File: src/rtl/kv_pkg.sv
// Shared encodings for the key/value hash store.
// Holds the request opcodes, transact kinds, response status codes and
// the controller FSM state encoding used by kv_hash_store and its bench.
package kv_pkg;

    typedef enum logic [1:0] {
        OP_SEARCH   = 2'd0,
        OP_INSERT   = 2'd1,
        OP_TRANSACT = 2'd2,
        OP_DELETE   = 2'd3
    } op_e;

    typedef enum logic {
        KIND_CREDIT = 1'b0,
        KIND_DEBIT  = 1'b1
    } kind_e;

    typedef enum logic [2:0] {
        ST_OK        = 3'd0,
        ST_NOT_FOUND = 3'd1,
        ST_DUPLICATE = 3'd2,
        ST_FULL      = 3'd3,
        ST_OVERFLOW  = 3'd4,
        ST_UNDERFLOW = 3'd5
    } status_e;

    typedef enum logic [1:0] {
        S_IDLE   = 2'd0,
        S_LOOKUP = 2'd1,
        S_EXEC   = 2'd2,
        S_RESP   = 2'd3
    } state_e;

endpackage

File: src/rtl/kv_hash_store_if.sv
// Request/response bus of the key/value hash store.
// master: issues requests (req_*, op, transact_kind, key, value) and accepts
//         responses (resp_ready).
// slave : the store; answers with req_ready and the resp_* fields.
interface kv_hash_store_if #(
    parameter int KEY_W     = 32,
    parameter int VAL_W     = 32,
    parameter int ADDR_BITS = 4
);
    logic                 req_valid;
    logic                 req_ready;
    logic [1:0]           op;
    logic                 transact_kind;
    logic [KEY_W-1:0]     key;
    logic [VAL_W-1:0]     value;
    logic                 resp_valid;
    logic                 resp_ready;
    logic [2:0]           resp_status;
    logic [VAL_W-1:0]     resp_value;
    logic [1:0]           resp_way;
    logic [ADDR_BITS-1:0] resp_index;

    modport master (
        output req_valid, op, transact_kind, key, value, resp_ready,
        input  req_ready, resp_valid, resp_status, resp_value, resp_way, resp_index
    );

    modport slave (
        input  req_valid, op, transact_kind, key, value, resp_ready,
        output req_ready, resp_valid, resp_status, resp_value, resp_way, resp_index
    );
endinterface

File: src/rtl/kv_hash_index.sv
// Per-way bucket index: (key + WAY*STRIDE) mod 2**ADDR_BITS.
// Ports: key_lo - low ADDR_BITS of the key (higher bits cannot affect the
//        result of a power-of-two modulus); idx - bucket index for this way.
module kv_hash_index #(
    parameter int ADDR_BITS = 4,
    parameter int WAY       = 0,
    parameter int STRIDE    = 7
) (
    input  logic [ADDR_BITS-1:0] key_lo,
    output logic [ADDR_BITS-1:0] idx
);
    localparam logic [ADDR_BITS-1:0] OFFSET = ADDR_BITS'(WAY * STRIDE);

    // Wrap-around of the ADDR_BITS-wide add is the modulus.
    assign idx = key_lo + OFFSET;
endmodule

File: src/rtl/kv_hash_store.sv
// Multi-way hashed key/value store with SEARCH/INSERT/TRANSACT/DELETE.
// Ports: clock, reset (sync, active-high); bus (slave side of
//        kv_hash_store_if: request and response handshakes);
//        count - number of valid entries.
// Each request runs IDLE -> LOOKUP -> EXEC -> RESP; all ways are read in
// LOOKUP, EXEC decides and performs at most one entry write.
module kv_hash_store
    import kv_pkg::*;
#(
    parameter int KEY_W     = 32,
    parameter int VAL_W     = 32,
    parameter int ADDR_BITS = 4,
    parameter int WAYS      = 2,
    parameter int STRIDE    = 7
) (
    input  logic                 clock,
    input  logic                 reset,
    kv_hash_store_if.slave       bus,
    output logic [ADDR_BITS+2:0] count
);
    localparam int DEPTH = 2 ** ADDR_BITS;
    localparam int CNT_W = ADDR_BITS + 3;

    // Entry storage
    logic             valid_q [WAYS][DEPTH];
    logic [KEY_W-1:0] keys_q  [WAYS][DEPTH];
    logic [VAL_W-1:0] vals_q  [WAYS][DEPTH];

    state_e state_q, state_d;
    op_e    op_q, op_d;
    kind_e  kind_q, kind_d;
    logic [KEY_W-1:0] key_q, key_d;
    logic [VAL_W-1:0] amt_q, amt_d;

    logic                 hit_q, hit_d, free_q, free_d;
    logic [1:0]           hit_way_q, hit_way_d, free_way_q, free_way_d;
    logic [ADDR_BITS-1:0] hit_idx_q, hit_idx_d, free_idx_q, free_idx_d;
    logic [VAL_W-1:0]     hit_val_q, hit_val_d;

    logic                 resp_valid_q, resp_valid_d;
    status_e              resp_status_q, resp_status_d;
    logic [VAL_W-1:0]     resp_value_q, resp_value_d;
    logic [1:0]           resp_way_q, resp_way_d;
    logic [ADDR_BITS-1:0] resp_index_q, resp_index_d;
    logic [CNT_W-1:0]     count_q, count_d;

    logic                 wr_en, wr_valid;
    logic [1:0]           wr_way;
    logic [ADDR_BITS-1:0] wr_idx;
    logic [VAL_W-1:0]     wr_val;

    logic [ADDR_BITS-1:0] idx [WAYS];
    logic [VAL_W:0]       sum;
    logic [VAL_W-1:0]     diff;

    for (genvar w = 0; w < WAYS; w++) begin : g_idx
        kv_hash_index #(.ADDR_BITS(ADDR_BITS), .WAY(w), .STRIDE(STRIDE)) u_idx (
            .key_lo (key_q[ADDR_BITS-1:0]),
            .idx    (idx[w])
        );
    end

    assign sum  = {1'b0, hit_val_q} + {1'b0, amt_q};
    assign diff = hit_val_q - amt_q;

    // Parallel probe of every way; keys are unique so the first hit is the hit.
    always_comb begin
        hit_d      = 1'b0;
        hit_way_d  = '0;
        hit_idx_d  = '0;
        hit_val_d  = '0;
        free_d     = 1'b0;
        free_way_d = '0;
        free_idx_d = '0;
        for (int w = 0; w < WAYS; w++) begin
            if (!hit_d && valid_q[w][idx[w]] && keys_q[w][idx[w]] == key_q) begin
                hit_d     = 1'b1;
                hit_way_d = 2'(w);
                hit_idx_d = idx[w];
                hit_val_d = vals_q[w][idx[w]];
            end
            if (!free_d && !valid_q[w][idx[w]]) begin
                free_d     = 1'b1;
                free_way_d = 2'(w);
                free_idx_d = idx[w];
            end
        end
    end

    always_comb begin
        state_d       = state_q;
        op_d          = op_q;
        kind_d        = kind_q;
        key_d         = key_q;
        amt_d         = amt_q;
        resp_valid_d  = resp_valid_q;
        resp_status_d = resp_status_q;
        resp_value_d  = resp_value_q;
        resp_way_d    = resp_way_q;
        resp_index_d  = resp_index_q;
        count_d       = count_q;
        wr_en         = 1'b0;
        wr_valid      = 1'b1;
        wr_way        = hit_way_q;
        wr_idx        = hit_idx_q;
        wr_val        = hit_val_q;
        case (state_q)
            S_IDLE: begin
                if (bus.req_valid) begin
                    op_d    = op_e'(bus.op);
                    kind_d  = kind_e'(bus.transact_kind);
                    key_d   = bus.key;
                    amt_d   = bus.value;
                    state_d = S_LOOKUP;
                end
            end
            S_LOOKUP: state_d = S_EXEC;
            S_EXEC: begin
                state_d       = S_RESP;
                resp_valid_d  = 1'b1;
                resp_status_d = ST_NOT_FOUND;
                resp_value_d  = '0;
                resp_way_d    = '0;
                resp_index_d  = '0;
                case (op_q)
                    OP_SEARCH: if (hit_q) resp_status_d = ST_OK;
                    OP_INSERT: begin
                        if (hit_q)       resp_status_d = ST_DUPLICATE;
                        else if (free_q) begin
                            resp_status_d = ST_OK;
                            wr_en   = 1'b1;
                            wr_way  = free_way_q;
                            wr_idx  = free_idx_q;
                            wr_val  = amt_q;
                            count_d = count_q + CNT_W'(1);
                        end else         resp_status_d = ST_FULL;
                    end
                    OP_TRANSACT: begin
                        if (hit_q) begin
                            if (kind_q == KIND_CREDIT) begin
                                resp_status_d = sum[VAL_W] ? ST_OVERFLOW : ST_OK;
                                wr_val        = sum[VAL_W-1:0];
                            end else begin
                                resp_status_d = (amt_q > hit_val_q) ? ST_UNDERFLOW : ST_OK;
                                wr_val        = diff;
                            end
                            wr_en = (resp_status_d == ST_OK);
                        end
                    end
                    default: begin // OP_DELETE
                        if (hit_q) begin
                            resp_status_d = ST_OK;
                            wr_en    = 1'b1;
                            wr_valid = 1'b0;
                            count_d  = count_q - CNT_W'(1);
                        end
                    end
                endcase
                // OK responses report the value now stored (old value for DELETE).
                if (resp_status_d == ST_OK) begin
                    resp_value_d = (wr_en && wr_valid) ? wr_val : hit_val_q;
                    resp_way_d   = wr_en ? wr_way : hit_way_q;
                    resp_index_d = wr_en ? wr_idx : hit_idx_q;
                end
            end
            default: begin // S_RESP
                if (bus.resp_ready) begin
                    resp_valid_d = 1'b0;
                    state_d      = S_IDLE;
                end
            end
        endcase
    end

    always_ff @(posedge clock) begin
        if (reset) begin
            state_q       <= S_IDLE;
            resp_valid_q  <= 1'b0;
            resp_status_q <= ST_OK;
            resp_value_q  <= '0;
            resp_way_q    <= '0;
            resp_index_q  <= '0;
            count_q       <= '0;
        end else begin
            state_q       <= state_d;
            resp_valid_q  <= resp_valid_d;
            resp_status_q <= resp_status_d;
            resp_value_q  <= resp_value_d;
            resp_way_q    <= resp_way_d;
            resp_index_q  <= resp_index_d;
            count_q       <= count_d;
        end
    end

    // Request and probe registers carry data only; no reset needed.
    always_ff @(posedge clock) begin
        op_q       <= op_d;
        kind_q     <= kind_d;
        key_q      <= key_d;
        amt_q      <= amt_d;
        if (state_q == S_LOOKUP) begin
            hit_q      <= hit_d;
            hit_way_q  <= hit_way_d;
            hit_idx_q  <= hit_idx_d;
            hit_val_q  <= hit_val_d;
            free_q     <= free_d;
            free_way_q <= free_way_d;
            free_idx_q <= free_idx_d;
        end
    end

    // Reset wins over an EXEC-cycle write so an interrupted request leaves no trace.
    always_ff @(posedge clock) begin
        for (int w = 0; w < WAYS; w++) begin
            if (reset) begin
                for (int i = 0; i < DEPTH; i++) valid_q[w][i] <= 1'b0;
            end else if (wr_en && wr_way == 2'(w)) begin
                valid_q[w][wr_idx] <= wr_valid;
                keys_q[w][wr_idx]  <= key_q;
                vals_q[w][wr_idx]  <= wr_val;
            end
        end
    end

    assign bus.req_ready   = (state_q == S_IDLE);
    assign bus.resp_valid  = resp_valid_q;
    assign bus.resp_status = resp_status_q;
    assign bus.resp_value  = resp_value_q;
    assign bus.resp_way    = resp_way_q;
    assign bus.resp_index  = resp_index_q;
    assign count           = count_q;
endmodule

File: src/flat_wrapper.sv
// flat-port wrapper written by rule: the top's interface ports become plain ports
module kv_hash_store_flat import kv_pkg::*;
#(
    parameter int KEY_W     = 32,
    parameter int VAL_W     = 32,
    parameter int ADDR_BITS = 4,
    parameter int WAYS      = 2,
    parameter int STRIDE    = 7
)
  (clock, reset, count, bus_req_valid, bus_op, bus_transact_kind, bus_key, bus_value, bus_resp_ready, bus_req_ready, bus_resp_valid, bus_resp_status, bus_resp_value, bus_resp_way, bus_resp_index);
  kv_hash_store_if #(.KEY_W(KEY_W), .VAL_W(VAL_W), .ADDR_BITS(ADDR_BITS)) bus_i ();
  input  logic clock;
  input  logic reset;
  output logic [ADDR_BITS+2:0] count;
  input wire logic [$bits(bus_i.req_valid)-1:0] bus_req_valid;
  input wire logic [$bits(bus_i.op)-1:0] bus_op;
  input wire logic [$bits(bus_i.transact_kind)-1:0] bus_transact_kind;
  input wire logic [$bits(bus_i.key)-1:0] bus_key;
  input wire logic [$bits(bus_i.value)-1:0] bus_value;
  input wire logic [$bits(bus_i.resp_ready)-1:0] bus_resp_ready;
  output wire logic [$bits(bus_i.req_ready)-1:0] bus_req_ready;
  output wire logic [$bits(bus_i.resp_valid)-1:0] bus_resp_valid;
  output wire logic [$bits(bus_i.resp_status)-1:0] bus_resp_status;
  output wire logic [$bits(bus_i.resp_value)-1:0] bus_resp_value;
  output wire logic [$bits(bus_i.resp_way)-1:0] bus_resp_way;
  output wire logic [$bits(bus_i.resp_index)-1:0] bus_resp_index;
  assign bus_i.req_valid = bus_req_valid;
  assign bus_i.op = bus_op;
  assign bus_i.transact_kind = bus_transact_kind;
  assign bus_i.key = bus_key;
  assign bus_i.value = bus_value;
  assign bus_i.resp_ready = bus_resp_ready;
  assign bus_req_ready = bus_i.req_ready;
  assign bus_resp_valid = bus_i.resp_valid;
  assign bus_resp_status = bus_i.resp_status;
  assign bus_resp_value = bus_i.resp_value;
  assign bus_resp_way = bus_i.resp_way;
  assign bus_resp_index = bus_i.resp_index;
  kv_hash_store #(.KEY_W(KEY_W), .VAL_W(VAL_W), .ADDR_BITS(ADDR_BITS), .WAYS(WAYS), .STRIDE(STRIDE)) u_core (.clock(clock), .reset(reset), .bus(bus_i), .count(count));
endmodule
File: config.mk
export PLATFORM = sky130hd
export DESIGN_NAME = kv_hash_store_flat
export DESIGN_NICKNAME = d
export VERILOG_FILES = /design/src/rtl/kv_pkg.sv /design/src/rtl/kv_hash_store_if.sv /design/src/rtl/kv_hash_index.sv /design/src/rtl/kv_hash_store.sv /design/src/flat_wrapper.sv
export SDC_FILE = /design/constraint.sdc
export NUM_CORES = 2
export LEC_CHECK = 0
export CAP_MARGIN = 10
export CORE_ASPECT_RATIO = 0.75
export CORE_UTILIZATION = 55
export DETAILED_ROUTE_END_ITERATION = 16
export DONT_BUFFER_PORTS = 1
export GPL_TIMING_DRIVEN = 0
export PLACE_DENSITY = 0.73
export REMOVE_ABC_BUFFERS = 1
export SLEW_MARGIN = 20
export SYNTH_ARGS = -nofsm -noshare
export SYNTH_HDL_FRONTEND = slang
export SYNTH_SLANG_ARGS = --single-unit
File: constraint.sdc
create_clock -name clock -period 6.3 [get_ports clock]
set_input_delay 1.26 -clock clock [delete_from_list [all_inputs] [get_ports clock]]
set_output_delay 1.26 -clock clock [all_outputs]
set_load 0.05 [all_outputs]
# [Word-level counts from Yosys, hierarchy flattened]
# Memories as Yosys holds them, arrays and structs flattened.
# Index checks and enable logic that the tools add are counted.
[word_totals] reg_bits=164 latch_bits=0 ram_bits=2080 rom_bits=0 memories=3
[memory_table] memory="u_core.keys_q" words=2 word_bits=512 rd=2 rd_ports_with_merged_regs=0 write_ports=1 line="kv_hash_store.sv:26" rtl="logic [KEY_W-1:0] keys_q [WAYS][DEPTH];"
[memory_table] memory="u_core.vals_q" words=2 word_bits=512 rd=2 rd_ports_with_merged_regs=0 write_ports=1 line="kv_hash_store.sv:27" rtl="logic [VAL_W-1:0] vals_q [WAYS][DEPTH];"
[memory_table] memory="u_core.valid_q" words=2 word_bits=16 rd=2 rd_ports_with_merged_regs=0 write_ports=2 line="kv_hash_store.sv:25" rtl="logic valid_q [WAYS][DEPTH];"
[classes] addsub=5 n_mul=0 div_mod_pow=0 magnitude_cmp=5 eq_ne=10 n_shift=0 muxes=132 n_bitwise=37 reduce_logical=27
[op_table] operator="512-bit 2-to-1 mux" count=6
[op_table] operator="512-bit OR reduction" count=2
[op_table] operator="32-bit 2-to-1 mux" count=18
[op_table] operator="32-bit binary-select mux with 4-bit select" count=4
[op_table] operator="32-bit demux with 4-bit select" count=1
[op_table] operator="32-bit == test" count=2
[op_table] operator="32-bit one-hot mux with 2 select lines" count=1
[op_table] operator="1-bit 2-to-1 mux" count=61
[op_table] operator="4-bit 2-to-1 mux" count=10
[op_table] operator="32-bit by 32-bit adder with 33-bit output" count=1
[op_table] operator="32-bit > comparator" count=1
[op_table] operator="16-bit 2-to-1 mux" count=2
[op_table] operator="1-bit bitwise OR" count=32
[op_table] operator="32-bit subtractor" count=1
[op_table] operator="3-bit 2-to-1 mux" count=9
[op_table] operator="7-bit 2-to-1 mux" count=3
[op_table] operator="2-bit 2-to-1 mux" count=9
[op_table] operator="5-bit greater-or-equal comparator, second input constant" count=3
[op_table] operator="4-bit inverter with 5-bit output" count=3
[op_table] operator="7-bit one-hot mux with 2 select lines" count=1
[op_table] operator="1-bit binary-select mux with 4-bit select" count=2
[op_table] operator="1-bit logical AND" count=8
[op_table] operator="7-bit by 1-bit adder with 7-bit output, second input constant" count=1
[op_table] operator="7-bit by 1-bit subtractor with 7-bit output, second input constant" count=1
[op_table] operator="other kinds (21)" count=34

# [Depth between registers and ports, before layout]
[depth] word_depth=17 ltp_mapped=22 depth_no_buf=13

# [Hierarchy]
# A second synthesis with hierarchy kept.
[unflattened] cells_unflattened=4647 area_unflattened_um2=91617.9
[modules_own_cells] module="kv_hash_store" instances=1 cells_each=4636 area_each_um2=91536.5
[modules_own_cells] module="kv_hash_index (u_core.g_idx[1].u_idx)" instances=1 cells_each=7 area_each_um2=51.3
[modules_own_cells] module="kv_hash_index (u_core.g_idx[0].u_idx)" instances=1 cells_each=4 area_each_um2=30.0

# [Worst setup path after synthesis]
# Ideal clock, no wire load.
[synth_timing] kind="register to register" start="reg u_core.hit_val_q[2]" end="mem u_core.keys_q[0][256] (netlist bit) (enable)" setup_ps=487 arrival_time_ps=6186 t_required_ps=5813 setup_slack_ps=-373 path_stages_with_launch=13 path_buffers=1 synth_period_minus_slack_ps=6673 cell_sequence="edfxtp_1 ha_1 or2_2 o221ai_1 a211oi_1 a2111oi_2 o21ai_1 a2111oi_0 o21ai_1 a2111oi_2 nand2_1 buf_2 nor2_1"
[synth_between] elab_chain_len=17 word_cells_on_any_way=24 cone_classes="add/sub: 1; order compare: 1; mux: 18; reduce/logical: 4"
[synth_rtl] item="from (decl)" line="kv_hash_store.sv:38" rtl="logic [VAL_W-1:0] hit_val_q, hit_val_d;"
[synth_rtl] item="from (signal assigned)" line="kv_hash_store.sv:205" rtl="hit_val_q <= hit_val_d;"
[synth_rtl] item="32-bit by 32-bit adder with 33-bit output or 32-bit > comparator (tied branches)" line="kv_hash_store.sv:63, kv_hash_store.sv:144"
[synth_rtl] item="3-bit 2-to-1 mux, on equally long branches" line="kv_hash_store.sv:141, kv_hash_store.sv:144"
[synth_rtl] item="3-bit 2-to-1 mux (*)" line="kv_hash_store.sv:140" rtl="if (kind_q == KIND_CREDIT) begin"
[synth_rtl] item="3-bit 2-to-1 mux (*)" line="kv_hash_store.sv:139" rtl="if (hit_q) begin"
[synth_rtl] item="3-bit 2-to-1 mux (*)" line="kv_hash_store.sv:125" rtl="case (op_q)"
[synth_rtl] item="3-bit 2-to-1 mux (*)" line="kv_hash_store.sv:107" rtl="case (state_q)"
[synth_rtl] item="3-bit zero test (*)" line="kv_hash_store.sv:147" rtl="wr_en = (resp_status_d == ST_OK);"
[synth_rtl] item="1-bit 2-to-1 mux (*)" line="kv_hash_store.sv:139"
[synth_rtl] item="1-bit one-hot mux with 3 select lines (*)" line="kv_hash_store.sv:125"
[synth_rtl] item="1-bit 2-to-1 mux (*) (2 in a row)" line="kv_hash_store.sv:107"
[synth_rtl] item="1-bit logical AND" line="kv_hash_store.sv:217" rtl="end else if (wr_en && wr_way == 2'(w)) begin"
[synth_rtl] item="1-bit 2-to-1 mux" line="kv_hash_store.sv:217"
[synth_rtl] item="1-bit 2-to-1 mux" line="kv_hash_store.sv:215" rtl="if (reset) begin"
[synth_rtl] item="512-bit 2-to-1 mux (implied by the code)" line="kv_hash_store.sv:219" rtl="keys_q[w][wr_idx] <= key_q;"
[synth_rtl] item="512-bit OR reduction (no source line)"
[synth_rtl] item="1-bit 2-to-1 mux (no source line) or 512-bit 2-to-1 mux (tied branches)"
[synth_rtl] item="to (decl)" line="kv_hash_store.sv:26"
# Every way passes the cells marked *; elsewhere a longest branch is shown, timed or not. The select of a mux whose other input is x is not followed.

# [Final worst setup path]
[layout_timing] start="reg u_core.amt_q[0]" end="mem u_core.vals_q[0][103] (netlist bit) (enable)"
[layout_between] elab_chain_len=17 word_cells_on_any_way=24 cone_classes="add/sub: 1; order compare: 1; mux: 18; reduce/logical: 4"
[layout_rtl] item="from (decl)" line="kv_hash_store.sv:33" rtl="logic [VAL_W-1:0] amt_q, amt_d;"
[layout_rtl] item="from (signal assigned)" line="kv_hash_store.sv:200" rtl="amt_q <= amt_d;"
[layout_rtl] item="32-bit by 32-bit adder with 33-bit output or 32-bit > comparator (tied branches)" line="kv_hash_store.sv:63, kv_hash_store.sv:144"
[layout_rtl] item="3-bit 2-to-1 mux, on equally long branches" line="kv_hash_store.sv:141, kv_hash_store.sv:144"
[layout_rtl] item="3-bit 2-to-1 mux (*)" line="kv_hash_store.sv:140"
[layout_rtl] item="3-bit 2-to-1 mux (*)" line="kv_hash_store.sv:139"
[layout_rtl] item="3-bit 2-to-1 mux (*)" line="kv_hash_store.sv:125"
[layout_rtl] item="3-bit 2-to-1 mux (*)" line="kv_hash_store.sv:107"
[layout_rtl] item="3-bit zero test (*)" line="kv_hash_store.sv:147"
[layout_rtl] item="1-bit 2-to-1 mux (*)" line="kv_hash_store.sv:139"
[layout_rtl] item="1-bit one-hot mux with 3 select lines (*)" line="kv_hash_store.sv:125"
[layout_rtl] item="1-bit 2-to-1 mux (*) (2 in a row)" line="kv_hash_store.sv:107"
[layout_rtl] item="1-bit logical AND" line="kv_hash_store.sv:217"
[layout_rtl] item="1-bit 2-to-1 mux" line="kv_hash_store.sv:217"
[layout_rtl] item="1-bit 2-to-1 mux" line="kv_hash_store.sv:215"
[layout_rtl] item="512-bit 2-to-1 mux (implied by the code)" line="kv_hash_store.sv:220" rtl="vals_q[w][wr_idx] <= wr_val;"
[layout_rtl] item="512-bit OR reduction (no source line)"
[layout_rtl] item="1-bit 2-to-1 mux (no source line) or 512-bit 2-to-1 mux (tied branches)"
[layout_rtl] item="to (decl)" line="kv_hash_store.sv:27"
# Marks and branches as above.

==> qor.txt <==
Final Hold Viols: 0
CTS Sinks: 2241
Distinct cells, synth: 75
Seq cells post-synth: 2241
port bufs: 0
Setup Viol. Count Final: 0
total track usage: 0.3013
Skew-Pair Late Insertion Delay: 0.86 ns
Reg2Reg Capture Point: u_core.vals_q[0][103]$_DFFE_PP_
die span in y: 354.4 um
global route overflow: 0
number of max-cap violations: 0
clock root buffer: clkbuf_16
Post-Route WL: 251900 um
Min Hold Slack: 0.4976 ns
row count: 128
Tcrit/Tclk final: 0.9908
Layout area overhead: 17.05%
busiest grt layer: met2
Synth Cell Area: 91090 um2
Boundary Pins: 121
post-synthesis sequential area ratio: 0.7332
Gate Count Post-Synth: 4656
critical path type: reg2reg
placed cells: 6862
FFs w/ async S/R, synth: 0
final RePlAce weighted congestion: 0.9171
total die area: 167300 um2
Via density: 6.834
worst min-delay path class: in2reg
P per Cell Area: 381.1 nW/um2
Post-synth EDFFs: 2191
Worst Path Max Fanout: 13
Longest Clk Path Bufs: 3
critical path required time: 6.84 ns
relative slew slack: 0.1835
static leakage: 0.03444 uW
vias: 49800
dpl hpwl: 163000 um
vias in the first global route: 49490
Crit. Startpoint: u_core.amt_q[0]$_DFFE_PP_
routed wire length per instance: 34.58 um
cts bufs inserted: 198
reg2reg setup slack: 0.06 ns
Min Clock Period, post-route: 6.242 ns
Core Region: 163400 um2
status: complete, no violations
top_reg_cell synth: edfxtp_1
yosys warns: 0
H-tree depth: 4
clock slew at reported path FFs: 0.07 ns
worst reg2reg path depth: 16
layout cells sized above 1: 0.2673
fmax: 160.2 MHz
Worst EP arrival: 6.78 ns
Detailed Routing Iterations Pass 1: 8
crit path capture: u_core.vals_q[0][103]$_DFFE_PP_
CP Launch Type: register
antenna violations before repair: 3
met1 Usage GRT: 0.4253
# nets final: 5127
Final Non-Filler Cells: 7286
max-slew violations: 0
met2 usage: 0.4704
r2r startpoint: u_core.amt_q[0]$_DFFE_PP_
Fill cells: 10220
skew final: 0.04004 ns
initial DRC count: 7249
largest net degree at the start of global routing: 50
met3 Use GR: 0.05948
cts hold-fix bufs: 0
synthesized area per cell: 19.56 um2
element type at the critical path end: register
Slew @ Worst Pin: 1.223 ns
VDD IR max: 345.3 uV
first-pass GRT wire length: 356900 um
DRC viols: 0
CTS tree: yes
number of routed nets with antenna violations: 0
Initial Util: 0.5576
die width: 471.9 um
## layout by cell type (no fill, tap or decap), drive strengths merged, types with 13 or more instances in the layout
cell / count
a211oi: 60
a21oi: 125
a22o: 13
a31oi: 20
and2: 41
and3: 37
buf: 383
clkbuf: 254
clkinv: 97
dfxtp: 50
edfxtp: 2191
ha: 77
inv: 93
mux2i: 66
mux4: 578
nand2: 214
nand2b: 21
nand3: 21
nand4: 17
nor2: 220
nor3: 32
nor4: 23
o211ai: 18
o21ai: 110
o21bai: 44
o22ai: 21
o31ai: 18
o41ai: 34
xnor2: 66
xor2: 37
## kinds of logic after synthesis
kind of cell / share of synthesized area
xor gates and xnor gates: 0.01011
adders and majority gates: 0.01124
muxes: 0.1509
and+or+nand+nor: 0.03306
buffers and inverters: 0.01711
AOI/OAI and AO/OA: 0.04430
DFF: 0.7332
other: 0.00004117
## registers in the layout, summed over array words and instances, names as in the netlist, 3 cells and up
| register | count |
|---|---|
| u_core.bus.resp_value | 32 |
| u_core.count | 7 |
| u_core.hit_val_q | 32 |
| u_core.bus.resp_status | 3 |
| u_core.key_q | 32 |
| u_core.hit_idx_q | 4 |
| u_core.valid_q | 32 |
| u_core.free_idx_q | 4 |
| u_core.amt_q | 32 |
| u_core.keys_q | 1024 |
| u_core.bus.resp_index | 4 |
| u_core.vals_q | 1024 |
## report_power, final
group / switching [uW] / internal, uW
Clock: 5420 / 6190
Combinational: 6150 / 4120
Sequential: 720 / 18000
Total: 12300 / 28400
## through the flow
stage | setup slack (ns) | cell area [um2] | power [uW] | setup TNS (ns) | utilization
3_5_place_dp | -1.590 | 99700 | 28890 | -581.80 | 0.6103
2_1_floorplan | -29.09 | 89860 | 26160 | -3915.27 | -
6_report | 0.05770 | 106600 | 40640 | 0 | 0.6527
4_1_cts | -0.04014 | 106200 | 40470 | -0.4455 | 0.6501
3_3_place_gp | -51.45 | 92550 | 28950 | - | 0.5665
5_1_grt | -0.02269 | 106600 | 41850 | -0.1516 | 0.6527
## worst min path at each step
stage,startpoint,endpoint,slack [ns],cells after the start
global placement,u_core.state_q[1]$_SDFFE_PP0P_,u_core.state_q[1]$_SDFFE_PP0P_,0.59,3
finish,bus_key[29],u_core.key_q[29]$_DFFE_PP_,0.50,0
detailed placement,u_core.hit_val_q[15]$_DFFE_PP_,u_core.bus.resp_value[15]$_SDFFE_PP0P_,0.66,2
global route,bus_key[29],u_core.key_q[29]$_DFFE_PP_,0.46,0
floorplan,u_core.hit_idx_q[0]$_DFFE_PP_,u_core.bus.resp_index[0]$_SDFFE_PP0P_,0.52,2
CTS,bus_key[29],u_core.key_q[29]$_DFFE_PP_,0.44,0
## routing by layer
metal  vias to the layer above  share of wire
li1                      19770              -
met4                         0          0.040
met2                      3493           0.47
met3                       557           0.11
met1                     25980           0.38
met5                         -              0
## critical path, cell delays in order, from the launching register on
cell and delay [ns]:
edfxtp_1 0.57, ha_1 0.33, fa_1 0.40, nand2b_1 0.18
a21oi_1 0.25, o21ai_0 0.37, a211oi_2 0.39, o21ai_0 0.21
a2111oi_2 0.52, o21ai_4 0.26, buf_16 0.24, a21oi_1 0.34
nand2_1 0.50, nor2_4 0.68, buf_16 0.25, buf_16 0.17
buf_12 0.19
## synth_stat cells (6+ instances only)
| library cell | number | share of area |
|---|---|---|
| xnor2_1 | 66 | 0.0063 |
| xor2_1 | 36 | 0.0035 |
| mux2_2 | 6 | 0.00074 |
| a2111oi_0 | 6 | 0.00058 |
| o31ai_1 | 18 | 0.0015 |
| a22o_1 | 13 | 0.0012 |
| a32oi_1 | 9 | 0.00087 |
| buf_2 | 55 | 0.0030 |
| or3_1 | 7 | 0.00048 |
| nor2b_1 | 8 | 0.00055 |
| and2_1 | 41 | 0.0028 |
| a222oi_1 | 12 | 0.0013 |
| edfxtp_1 | 2191 | 0.72 |
| nand4_1 | 17 | 0.0012 |
| buf_6 | 12 | 0.0015 |
| nor3_1 | 31 | 0.0017 |
| a21o_1 | 12 | 0.00099 |
| o22ai_1 | 21 | 0.0014 |
| nand2b_1 | 21 | 0.0014 |
| o21ai_0 | 107 | 0.0059 |
| inv_1 | 84 | 0.0035 |
| or2_2 | 8 | 0.00055 |
| a22oi_1 | 8 | 0.00066 |
| buf_1 | 23 | 0.00095 |
| o211ai_1 | 18 | 0.0015 |
| o21a_1 | 8 | 0.00066 |
| nand2_1 | 214 | 0.0088 |
| a31oi_1 | 20 | 0.0014 |
| dfxtp_1 | 50 | 0.011 |
| o41ai_2 | 27 | 0.0048 |
| nor2_1 | 220 | 0.0091 |
| buf_4 | 21 | 0.0017 |
| nor4_1 | 22 | 0.0015 |
| mux2i_1 | 66 | 0.0073 |
| mux4_2 | 578 | 0.14 |
| clkbuf_1 | 153 | 0.0063 |
| a221oi_1 | 7 | 0.00067 |
| nand3_1 | 21 | 0.0012 |
| o21bai_1 | 44 | 0.0036 |
| ha_1 | 77 | 0.011 |
| a21oi_1 | 125 | 0.0069 |
| o41ai_1 | 7 | 0.00067 |
| a211oi_1 | 60 | 0.0049 |
| and3_1 | 37 | 0.0025 |
## final cells by class
class                   instances  area [um2]  share of cell area
diodes                          1       2.502          0.00002347
clock buffers                 254        5320             0.04990
clock inverters               110       784.5            0.007358
inverters                      88       337.8            0.003168
multi-input cells            2063       23540              0.2208
flip-flops and latches       2241       66790              0.6265
well taps                    2145        2684             0.02517
repair buffers                384        7161             0.06716
## timing repair
action / in CTS / in global routing
setup buffers: 34 / 13
endpoints found under the setup margin: 1775 / 597
cloned: 1 / 0
gates resized for setup: 18 / 16
pin swaps: 24 / 6
Power figures use the tool's default switching activity.
